**src/rtl/mbist_pkg.sv**
```systemverilog
// Shared March C- definitions: element ids, per-element tables and FSM states.
// Each table is a 6-bit vector indexed by element id (bit n = element Mn).
package mbist_pkg;

  typedef logic [2:0] elem_t;

  localparam elem_t M0 = 3'd0;
  localparam elem_t M1 = 3'd1;
  localparam elem_t M2 = 3'd2;
  localparam elem_t M3 = 3'd3;
  localparam elem_t M4 = 3'd4;
  localparam elem_t M5 = 3'd5;

  // 1 = walk DEPTH-1 down to 0
  localparam logic [5:0] ELEM_DOWN      = 6'b011000;
  localparam logic [5:0] ELEM_HAS_READ  = 6'b111110;
  localparam logic [5:0] ELEM_HAS_WRITE = 6'b011111;
  // 1 = all-ones background, 0 = all-zeros
  localparam logic [5:0] ELEM_RD_ONE    = 6'b010100;
  localparam logic [5:0] ELEM_WR_ONE    = 6'b001010;

  typedef enum logic [2:0] {IDLE, SETUP, RUN, DRAIN, DONE} state_t;

  function automatic elem_t next_elem(input elem_t e);
    return e + 3'd1;
  endfunction

endpackage

```
**src/rtl/mbist_rd_cmp.sv**
```systemverilog
// Read-compare pipe: tags each issued read, compares when memory data lands RD_LAT cycles later.
// Keeps a sticky fail flag, a saturating miscompare count and the location of the first miscompare.
module mbist_rd_cmp
  import mbist_pkg::*;
#(
  parameter int DATA_WIDTH = 8,
  parameter int ADDR_WIDTH = 4,
  parameter int RD_LAT     = 2,
  parameter int CNT_WIDTH  = 8
) (
  input  logic                  clk,
  input  logic                  rst_n,
  input  logic                  clr,
  input  logic                  push,
  input  logic                  push_exp_one,
  input  logic [ADDR_WIDTH-1:0] push_addr,
  input  elem_t                 push_elem,
  input  logic [DATA_WIDTH-1:0] mem_rdata,
  output logic                  fail,
  output logic [CNT_WIDTH-1:0]  fail_count,
  output logic [ADDR_WIDTH-1:0] fail_addr,
  output logic [2:0]            fail_elem
);

  logic                  pipe_vld  [RD_LAT];
  logic                  pipe_exp  [RD_LAT];
  logic [ADDR_WIDTH-1:0] pipe_addr [RD_LAT];
  elem_t                 pipe_elem [RD_LAT];

  logic                  out_vld;
  logic [DATA_WIDTH-1:0] out_exp;
  logic                  miscompare;

  assign out_vld    = pipe_vld[RD_LAT-1];
  assign out_exp    = {DATA_WIDTH{pipe_exp[RD_LAT-1]}};
  assign miscompare = out_vld && (mem_rdata != out_exp);

  always_ff @(posedge clk) begin
    if (!rst_n) begin
      for (int i = 0; i < RD_LAT; i++) begin
        pipe_vld[i]  <= 1'b0;
        pipe_exp[i]  <= 1'b0;
        pipe_addr[i] <= '0;
        pipe_elem[i] <= M0;
      end
      fail       <= 1'b0;
      fail_count <= '0;
      fail_addr  <= '0;
      fail_elem  <= '0;
    end else begin
      pipe_vld[0]  <= push;
      pipe_exp[0]  <= push_exp_one;
      pipe_addr[0] <= push_addr;
      pipe_elem[0] <= push_elem;
      for (int i = 1; i < RD_LAT; i++) begin
        pipe_vld[i]  <= pipe_vld[i-1];
        pipe_exp[i]  <= pipe_exp[i-1];
        pipe_addr[i] <= pipe_addr[i-1];
        pipe_elem[i] <= pipe_elem[i-1];
      end
      if (clr) begin
        fail       <= 1'b0;
        fail_count <= '0;
        fail_addr  <= '0;
        fail_elem  <= '0;
      end else if (miscompare) begin
        fail <= 1'b1;
        if (fail_count != '1)
          fail_count <= fail_count + CNT_WIDTH'(1);
        // location is latched only for the first miscompare of the run
        if (!fail) begin
          fail_addr <= pipe_addr[RD_LAT-1];
          fail_elem <= pipe_elem[RD_LAT-1];
        end
      end
    end
  end

endmodule

```
**src/rtl/mbist_march_ctrl.sv**
```systemverilog
// March C- sequencer: walks six elements over addresses 0..DEPTH-1 and drives the memory pins.
// Run takes 10*DEPTH+6+RD_LAT cycles from start to done; start is ignored while busy.
module mbist_march_ctrl
  import mbist_pkg::*;
#(
  parameter int DATA_WIDTH = 8,
  parameter int ADDR_WIDTH = 4,
  parameter int DEPTH      = 16,
  parameter int RD_LAT     = 2,
  parameter int CNT_WIDTH  = 8
) (
  input  logic                  clk,
  input  logic                  rst_n,
  input  logic                  start,
  output logic                  busy,
  output logic                  done,
  output logic                  fail,
  output logic [CNT_WIDTH-1:0]  fail_count,
  output logic [ADDR_WIDTH-1:0] fail_addr,
  output logic [2:0]            fail_elem,
  output logic                  mem_write_read,
  output logic [ADDR_WIDTH-1:0] mem_address,
  output logic [DATA_WIDTH-1:0] mem_wdata,
  input  logic [DATA_WIDTH-1:0] mem_rdata
);

  localparam int DCW = $clog2(RD_LAT + 1);
  localparam logic [ADDR_WIDTH-1:0] LAST_ADDR = ADDR_WIDTH'(DEPTH - 1);

  state_t         state;
  elem_t          elem;
  logic [DCW-1:0] drain_cnt;

  logic  accept;
  logic  down;
  logic  at_end;
  logic  read_then_write;
  elem_t elem_nxt;

  assign accept          = start && (state == IDLE || state == DONE);
  assign down            = ELEM_DOWN[elem];
  assign at_end          = down ? (mem_address == '0) : (mem_address == LAST_ADDR);
  assign read_then_write = !mem_write_read && ELEM_HAS_WRITE[elem];
  assign elem_nxt        = next_elem(elem);

  always_ff @(posedge clk) begin
    if (!rst_n) begin
      state          <= IDLE;
      elem           <= M0;
      drain_cnt      <= '0;
      busy           <= 1'b0;
      done           <= 1'b0;
      mem_write_read <= 1'b0;
      mem_address    <= '0;
      mem_wdata      <= '0;
    end else begin
      case (state)
        IDLE, DONE: begin
          if (start) begin
            state          <= SETUP;
            elem           <= M0;
            busy           <= 1'b1;
            done           <= 1'b0;
            mem_write_read <= 1'b0;
            mem_address    <= '0;
            mem_wdata      <= {DATA_WIDTH{ELEM_WR_ONE[M0]}};
          end
        end
        SETUP: begin
          state          <= RUN;
          mem_write_read <= !ELEM_HAS_READ[elem];
          mem_address    <= down ? LAST_ADDR : '0;
        end
        RUN: begin
          if (read_then_write) begin
            mem_write_read <= 1'b1;
          end else if (!at_end) begin
            mem_address    <= down ? mem_address - ADDR_WIDTH'(1) : mem_address + ADDR_WIDTH'(1);
            mem_write_read <= !ELEM_HAS_READ[elem];
          end else if (elem == M5) begin
            state          <= DRAIN;
            mem_write_read <= 1'b0;
            drain_cnt      <= '0;
          end else begin
            // wdata switches one cycle ahead of the first write of the next element
            state          <= SETUP;
            elem           <= elem_nxt;
            mem_write_read <= 1'b0;
            mem_address    <= '0;
            mem_wdata      <= {DATA_WIDTH{ELEM_WR_ONE[elem_nxt]}};
          end
        end
        DRAIN: begin
          if (drain_cnt == DCW'(RD_LAT - 1)) begin
            state <= DONE;
            busy  <= 1'b0;
            done  <= 1'b1;
          end else begin
            drain_cnt <= drain_cnt + DCW'(1);
          end
        end
        default: state <= IDLE;
      endcase
    end
  end

  mbist_rd_cmp #(
    .DATA_WIDTH (DATA_WIDTH),
    .ADDR_WIDTH (ADDR_WIDTH),
    .RD_LAT     (RD_LAT),
    .CNT_WIDTH  (CNT_WIDTH)
  ) u_rd_cmp (
    .clk          (clk),
    .rst_n        (rst_n),
    .clr          (accept),
    .push         ((state == RUN) && !mem_write_read),
    .push_exp_one (ELEM_RD_ONE[elem]),
    .push_addr    (mem_address),
    .push_elem    (elem),
    .mem_rdata    (mem_rdata),
    .fail         (fail),
    .fail_count   (fail_count),
    .fail_addr    (fail_addr),
    .fail_elem    (fail_elem)
  );

endmodule
```
**config.mk**
```make
export PLATFORM = sky130hd
export DESIGN_NAME = mbist_march_ctrl
export DESIGN_NICKNAME = d
export VERILOG_FILES = /design/src/rtl/mbist_pkg.sv /design/src/rtl/mbist_rd_cmp.sv /design/src/rtl/mbist_march_ctrl.sv
export SDC_FILE = /design/constraint.sdc
export NUM_CORES = 1
export LEC_CHECK = 0
export CORE_MARGIN = 2
export CORE_UTILIZATION = 52
export CTS_CLUSTER_SIZE = 14
export DETAILED_ROUTE_END_ITERATION = 8
export PLACE_DENSITY_LB_ADDON = 0.3
export SLEW_MARGIN = 10
export SYNTH_ARGS = -nofsm -noshare
export SYNTH_HDL_FRONTEND = slang
export SYNTH_SLANG_ARGS = --single-unit
```
**constraint.sdc**
```tcl
create_clock -name clk -period 2.5 [get_ports clk]
set_input_delay 0.375 -clock clk [delete_from_list [all_inputs] [get_ports clk]]
set_output_delay 0.375 -clock clk [all_outputs]
set_load 0.1 [all_outputs]
```
# == Word-level counts from Yosys, hierarchy flattened ==
# Memories as Yosys holds them, arrays and structs flattened. A register that Yosys moved wholly into a read port is not among the register bits.
# Index checks and enable logic that the tools add are counted.
# op_classes
n_addsub,5
magnitude_cmp,2
n_eq_ne,17
mux,61
bitwise,10
n_reduce_logical,23
# ops
operator,n
3-bit two-way mux,18
4-bit two-way mux,8
8-bit two-way mux,4
1-bit two-way mux,18
8-bit one-hot mux with 2 select lines,1
2-bit != test (second input constant),7
3-bit one-hot mux with 4 select lines,1
4-bit one-hot mux with 3 select lines,1
2-bit two-way mux,5
5-bit AND reduction,2
8-bit by 1-bit adder with 8-bit output (second input constant),1
3-bit by 4-bit less-than comparator with 1-bit output (second input constant),2
8-bit != test,1
8-bit != test (second input constant),1
1-bit bitwise OR,8
4-bit AND reduction,2
3-bit by 2-bit equality test with 1-bit output (second input constant),2
3-bit equality test (second input constant),2
3-bit one-hot mux with 2 select lines,1
2-bit AND reduction,3
2-bit nonzero test,3
4-bit by 1-bit adder with 4-bit output (second input constant),1
4-bit equality test (second input constant),1
1-bit logical AND,4
17 further kinds,21
# totals
ff_bits,32
ram_bits,18
mem_bits_ro,40
in_bits,11
word_cells,137
n_memories,9
# memory_table
memory,depth,width,rd,rd_ports_with_merged_regs,wr,line_no,rtl
(no name shown),8,1,1,1,0,mbist_march_ctrl.sv:117,".push_exp_one (ELEM_RD_ONE[elem]),"
(no name shown),8,1,1,0,0,mbist_march_ctrl.sv:90,mem_wdata <= {DATA_WIDTH{ELEM_WR_ONE[elem_nxt]}};
(no name shown),8,1,1,1,0,mbist_march_ctrl.sv:79,mem_write_read <= !ELEM_HAS_READ[elem];
(no name shown),8,1,1,1,0,mbist_march_ctrl.sv:43,assign read_then_write = !mem_write_read && ELEM_HAS_WRITE[elem];
(no name shown),8,1,1,1,0,mbist_march_ctrl.sv:41,assign down = ELEM_DOWN[elem];
u_rd_cmp.pipe_addr,2,4,2,1,2,mbist_rd_cmp.sv:27,logic [ADDR_WIDTH-1:0] pipe_addr [RD_LAT];
3 more memories,n/a,n/a,n/a,n/a,n/a,n/a,

# == Longest topological paths before layout ==
# Gate-level depths: netlist of the first run.
# depth
word_depth,8
mapped_depth,7
depth_no_buf,7

# == By module ==
# From an unflattened synthesis of the first run, not the netlist that was laid out.
# unflattened
cells_unflattened,277
hier_area_um2,2666.3
# modules_own_cells
mod,n_inst,cells_each,area_per_inst_um2,seq_area_each_um2
mbist_rd_cmp,1,139,1383.8,680.7
mbist_march_ctrl,1,138,1282.5,400.4

# == Worst setup path after synthesis of the first run ==
# Ideal clock, no wire load.
# synth_path
path_kind,register -> register
startpoint,register mem_address[0]
endpoint,register (tool-made name)
arrival_ps,2412
path_slack_ps,-34
path_stages_with_launch,7
path_buffers,1
synth_period_minus_slack_ps,2534
path_cell_list,dfxtp_1 -> buf_6 -> nand2_1 -> or4b_4 -> a311oi_4 -> o21ai_2 -> nand3b_1
# synth_lines
element,line_no,rtl
from (decl),mbist_march_ctrl.sv:22,"output logic [ADDR_WIDTH-1:0] mem_address,"
from (signal assigned),mbist_march_ctrl.sv:72,mem_address <= down ? LAST_ADDR : '0;
from (signal assigned),mbist_march_ctrl.sv:78,mem_address <= down ? mem_address - ADDR_WIDTH'(1) : mem_address + ADDR_WIDTH'(1);

# == Worst setup path in the final report of the first run ==
# layout_path
startpoint,input port mem_rdata[5]
endpoint,register u_rd_cmp.fail_count[4]
# layout_via
elab_chain_cells,3
# layout_rtl
element,line_no,rtl
from (decl),mbist_march_ctrl.sv:24,input logic [DATA_WIDTH-1:0] mem_rdata
8-bit != test,mbist_rd_cmp.sv:36,assign miscompare = out_vld && (mem_rdata != out_exp);
1-bit logical AND,mbist_rd_cmp.sv:36,
2-bit AND reduction (no source line),n/a,
to (signal assigned),mbist_rd_cmp.sv:69,fail_count <= fail_count + CNT_WIDTH'(1);
to (decl),mbist_rd_cmp.sv:20,"output logic [CNT_WIDTH-1:0] fail_count,"
# Every way passes these cells.
# A chain may end at the register's enable or synchronous reset.

==> results of run 1 <==
-- power groups by stage --
stage	logic, uW	clock network [uW]	registers, uW
after floorplan	144	0	934
after global placement	215	0	906
after detailed placement	216	0	907
after CTS	217	606	886
after global routing	234	638	889
final	216	599	886
-- synthesized netlist by cell type, types with 3 or more instances --
cell type and n:
buf_4 7, o21ai_0 15, clkbuf_1 3, nand4_1 4, nand2_1 27, and2_1 18, a31o_2 4, buf_6 5
a22o_1 4, a21oi_1 16, nor2_1 15, or3b_2 3, mux2i_1 3, xnor2_1 4, nand2b_1 8, nor2b_1 3
inv_1 7, or4_1 3, buf_2 4, nor3_1 8, ha_1 6, nand3_1 14, nand3b_1 4, dfxtp_1 54
-- through the flow --
step | TNS [ns] | util (%)
4_1_cts | 0 | 62.3
5_1_grt | 0 | 62.4
3_5_place_dp | -0.104 | 59.8
3_3_place_gp | 0 | 59.8
2_1_floorplan | 0 | -
6_report | 0 | 62.4
-- sequential cells by signal (all words and copies together), names as in the netlist, 3 cells and up, named ones only --
| name | count |
|---|---|
| state | 3 |
| u_rd_cmp.fail_elem | 3 |
| u_rd_cmp.fail_count | 8 |
| u_rd_cmp.fail_addr | 4 |
| u_rd_cmp.pipe_addr | 8 |
| u_rd_cmp.pipe_elem | 6 |
| elem | 3 |
| mem_address | 4 |
-- area by class of cell --
type                            instances  area (um2)  share of cell area (%)
Clock inverter                          3        47.5                    1.62
Tap cell                               54        67.6                    2.31
Clock buffer                            5        68.8                    2.35
Multi-Input combinational cell        192        1260                    42.9
Timing Repair Buffer                   47         378                    12.9
Inverter                                7        26.3                   0.897
Sequential cell                        54        1080                    37.0
-- cells by family after synthesis --
group	Yosys count	synth area share, %
buffers and inverters	26	6.66
adders and majority gates	7	3.81
AOI/OAI and AO/OA	56	15.4
and+or+nand+nor	122	28.3
muxes	3	1.20
xor gates and xnor gates	4	1.40
DFF	54	43.3
-- per-layer routing --
layer  wire [um]  up-vias  global-route usage [%]
li1            -     1020                       -
met2        2270       39                    32.2
met5           0        -                       0
met4          57        0                    5.45
met1        2180      894                    22.7
met3         188        6                    4.25
-- final timing paths --
path,start,end,slack [ns]
worst max-delay path,mem_rdata[5],u_rd_cmp.fail_count[4]$_SDFFE_PP0P_,0.22
worst min-delay path,u_rd_cmp.pipe_vld[0][0]$_SDFF_PN0_,u_rd_cmp.pipe_vld[0][1]$_SDFF_PN0_,0.44
worst max register to register,u_rd_cmp.fail_count[0]$_SDFFE_PP0P_,u_rd_cmp.fail_count[4]$_SDFFE_PP0P_,0.27
worst min register to register,u_rd_cmp.pipe_vld[0][0]$_SDFF_PN0_,u_rd_cmp.pipe_vld[0][1]$_SDFF_PN0_,0.44
==> results_dict.tcl, run 1 <==
set metrics [dict create \
    worstPathCellList "clkdlybuf4s50_1, or4_1, o41ai_2, nor3_1, a21oi_1, a31o_2" \
    min_path_type "register to register" \
    min_period_ns 2.28 \
    largest_net_degree_at_the_start_of_global_routing 19 \
    grt_first_pass_wirelength_mm 7.78 \
    min_period_over_period_pct 91.2 \
    route.detailed.vias_per_inst 5.41 \
    io_buffers 41 \
    yosysTopAreaCell "dfxtp_1" \
    post_synth.cell_area_avg_um2 9.19 \
    top_level_ports 42 \
    ys_warn_count 0 \
    global_route.overflow_total 0 \
    power.share.switching_pct 26.8 \
    crit_path_buffers_inverters 1 \
    setup_slack_ns 0.219 \
    fmax_mhz 438 \
    die_area_um2 5380 \
    dpl.cell_count 354 \
    syn2layout_area_growth_pct 17.2 \
    dp_worst_setup_slack_ns -0.0408 \
    number_of_buffers_created_by_cts 5 \
    number_of_global_route_vias_before_repair 1793 \
    power.combinational.fraction_pct 12.7 \
    synth_flop_cell "dfxtp_1" \
    leading_cell_types_in_the_layout_fill_and_taps_excluded "52 x dfxtp_1, 37 x buf_4, 27 x nand2_1" \
    clk_latency_ns 0.31 \
    drive_above_1_share_pct 20.8 \
    floorplan.initialDensity_pct 53.3 \
    timing_max_transition_violations_final 0 \
    synth_fp_nets 290 \
    worstSetupStartpointType "input port" \
    synth_async_sr_flop_share_pct 0 \
    final.setup_skew_ns 0.00636 \
    ctsRootBufferMaster "clkbuf_8" \
    layout.nets 325 \
    gp_routability_congestion 0.850 \
    most_common_cell_after_layout_fill_and_taps_aside "dfxtp_1" \
    p_switching_uw 457 \
    cts_repair_resize_count 0 \
    powerDensity_nw_per_um2 581 \
    detailedRoute.firstIterationViolations 72 \
    cp.depth 6 \
    die_y_um 73.3 \
    crit_path_max_fanout 12 \
    worst-endpoint-required_ns 2.72 \
    whs_path_depth 1 \
    post_cts.repair.setup_buffers 0 \
    track_usage_pct 18.5 \
    share_seq_of_total_power_pct 52.1 \
    p_int_uw 1240 \
    critPathSlowestCell "nor3_1" \
    drt_pass1_iterations 4 \
    report.power.total_uw 1700 \
    vdd_ir_drop_max_mv 0.383 \
    cp_data_arrival_time_ns 2.50 \
    finalInstanceArea_um2 2930 \
    ctsLongestPathBuffers 2 \
    worstRegToRegCells 6 \
    leakagePower_uw 0.00123 \
    synth.cell_area_um2 2500 \
    dpl.hpwl_mm 3.43 \
    status "finished, final reports clean" \
    synth.yosys.seq_area_share_pct 43.3 \
    core-area_um2 4690 \
    synth_enable_flop_cells 0 \
    synthTopCellsByArea "dfxtp_1 43%, and2_1 4.5%, nand2_1 4.1%" \
    htreeDepth 2 \
    cts_tree "done" \
    critical_path.endpoint_type "register" \
    cts.reportedPaths.clkPinSlew_ns 0.10 \
    layoutNonFillerInstCount 362 \
    fin_worst_hold_slack_ns 0.440 \
    cts_sinks 54 \
    report.final.setup_viol 0 \
    num_antenna_cells 0 \
    routedWlPerCell_um 13.0 \
    syn-instance-count 272 \
    fp-row-count 25 \
    power.share.clock_pct 35.2 \
    setup_repair_after_global_routing_missed_its_margin "false" \
    die_w_um 73.3 \
    placedInstanceArea_um2 2810 \
    timing.setup.critical_path_class "input port to register" \
    synth.ff_latch_count 54 \
    maxSlewHeadroom_pct 15.7 \
    timing.max_cap.violations 0 \
    max_slew.worst_pin.slew_ns 1.25 \
    routed_wl_mm 4.70 \
    number_of_antenna_violations_at_the_first_check_in_global_routing 0 \
    post_cts_hold_buffer_count 0 \
    synth_top_area_share_pct 43.3 \
    detailroute.via_count 1959 \
    drc_markers 0 \
    worst_path_dominant_cell_family "simple AND/OR/NAND/NOR gates" \
    timing.final.hold_violations 0 \
    critPathMaxStageDelay_ns 1.00 \
    fillerInstances 399 \
    ant_nets 0 \
    synthDistinctLibCells 50 \
]
No activity file was read; power rests on OpenSTA's default activity.
==> inputs of run 2 (changes only) <==
ABC_CLOCK_PERIOD_IN_PS = 2500   (was default)
==> results of run 2 <==
The final DEF is identical to that of run 1; final timing and power are the same.
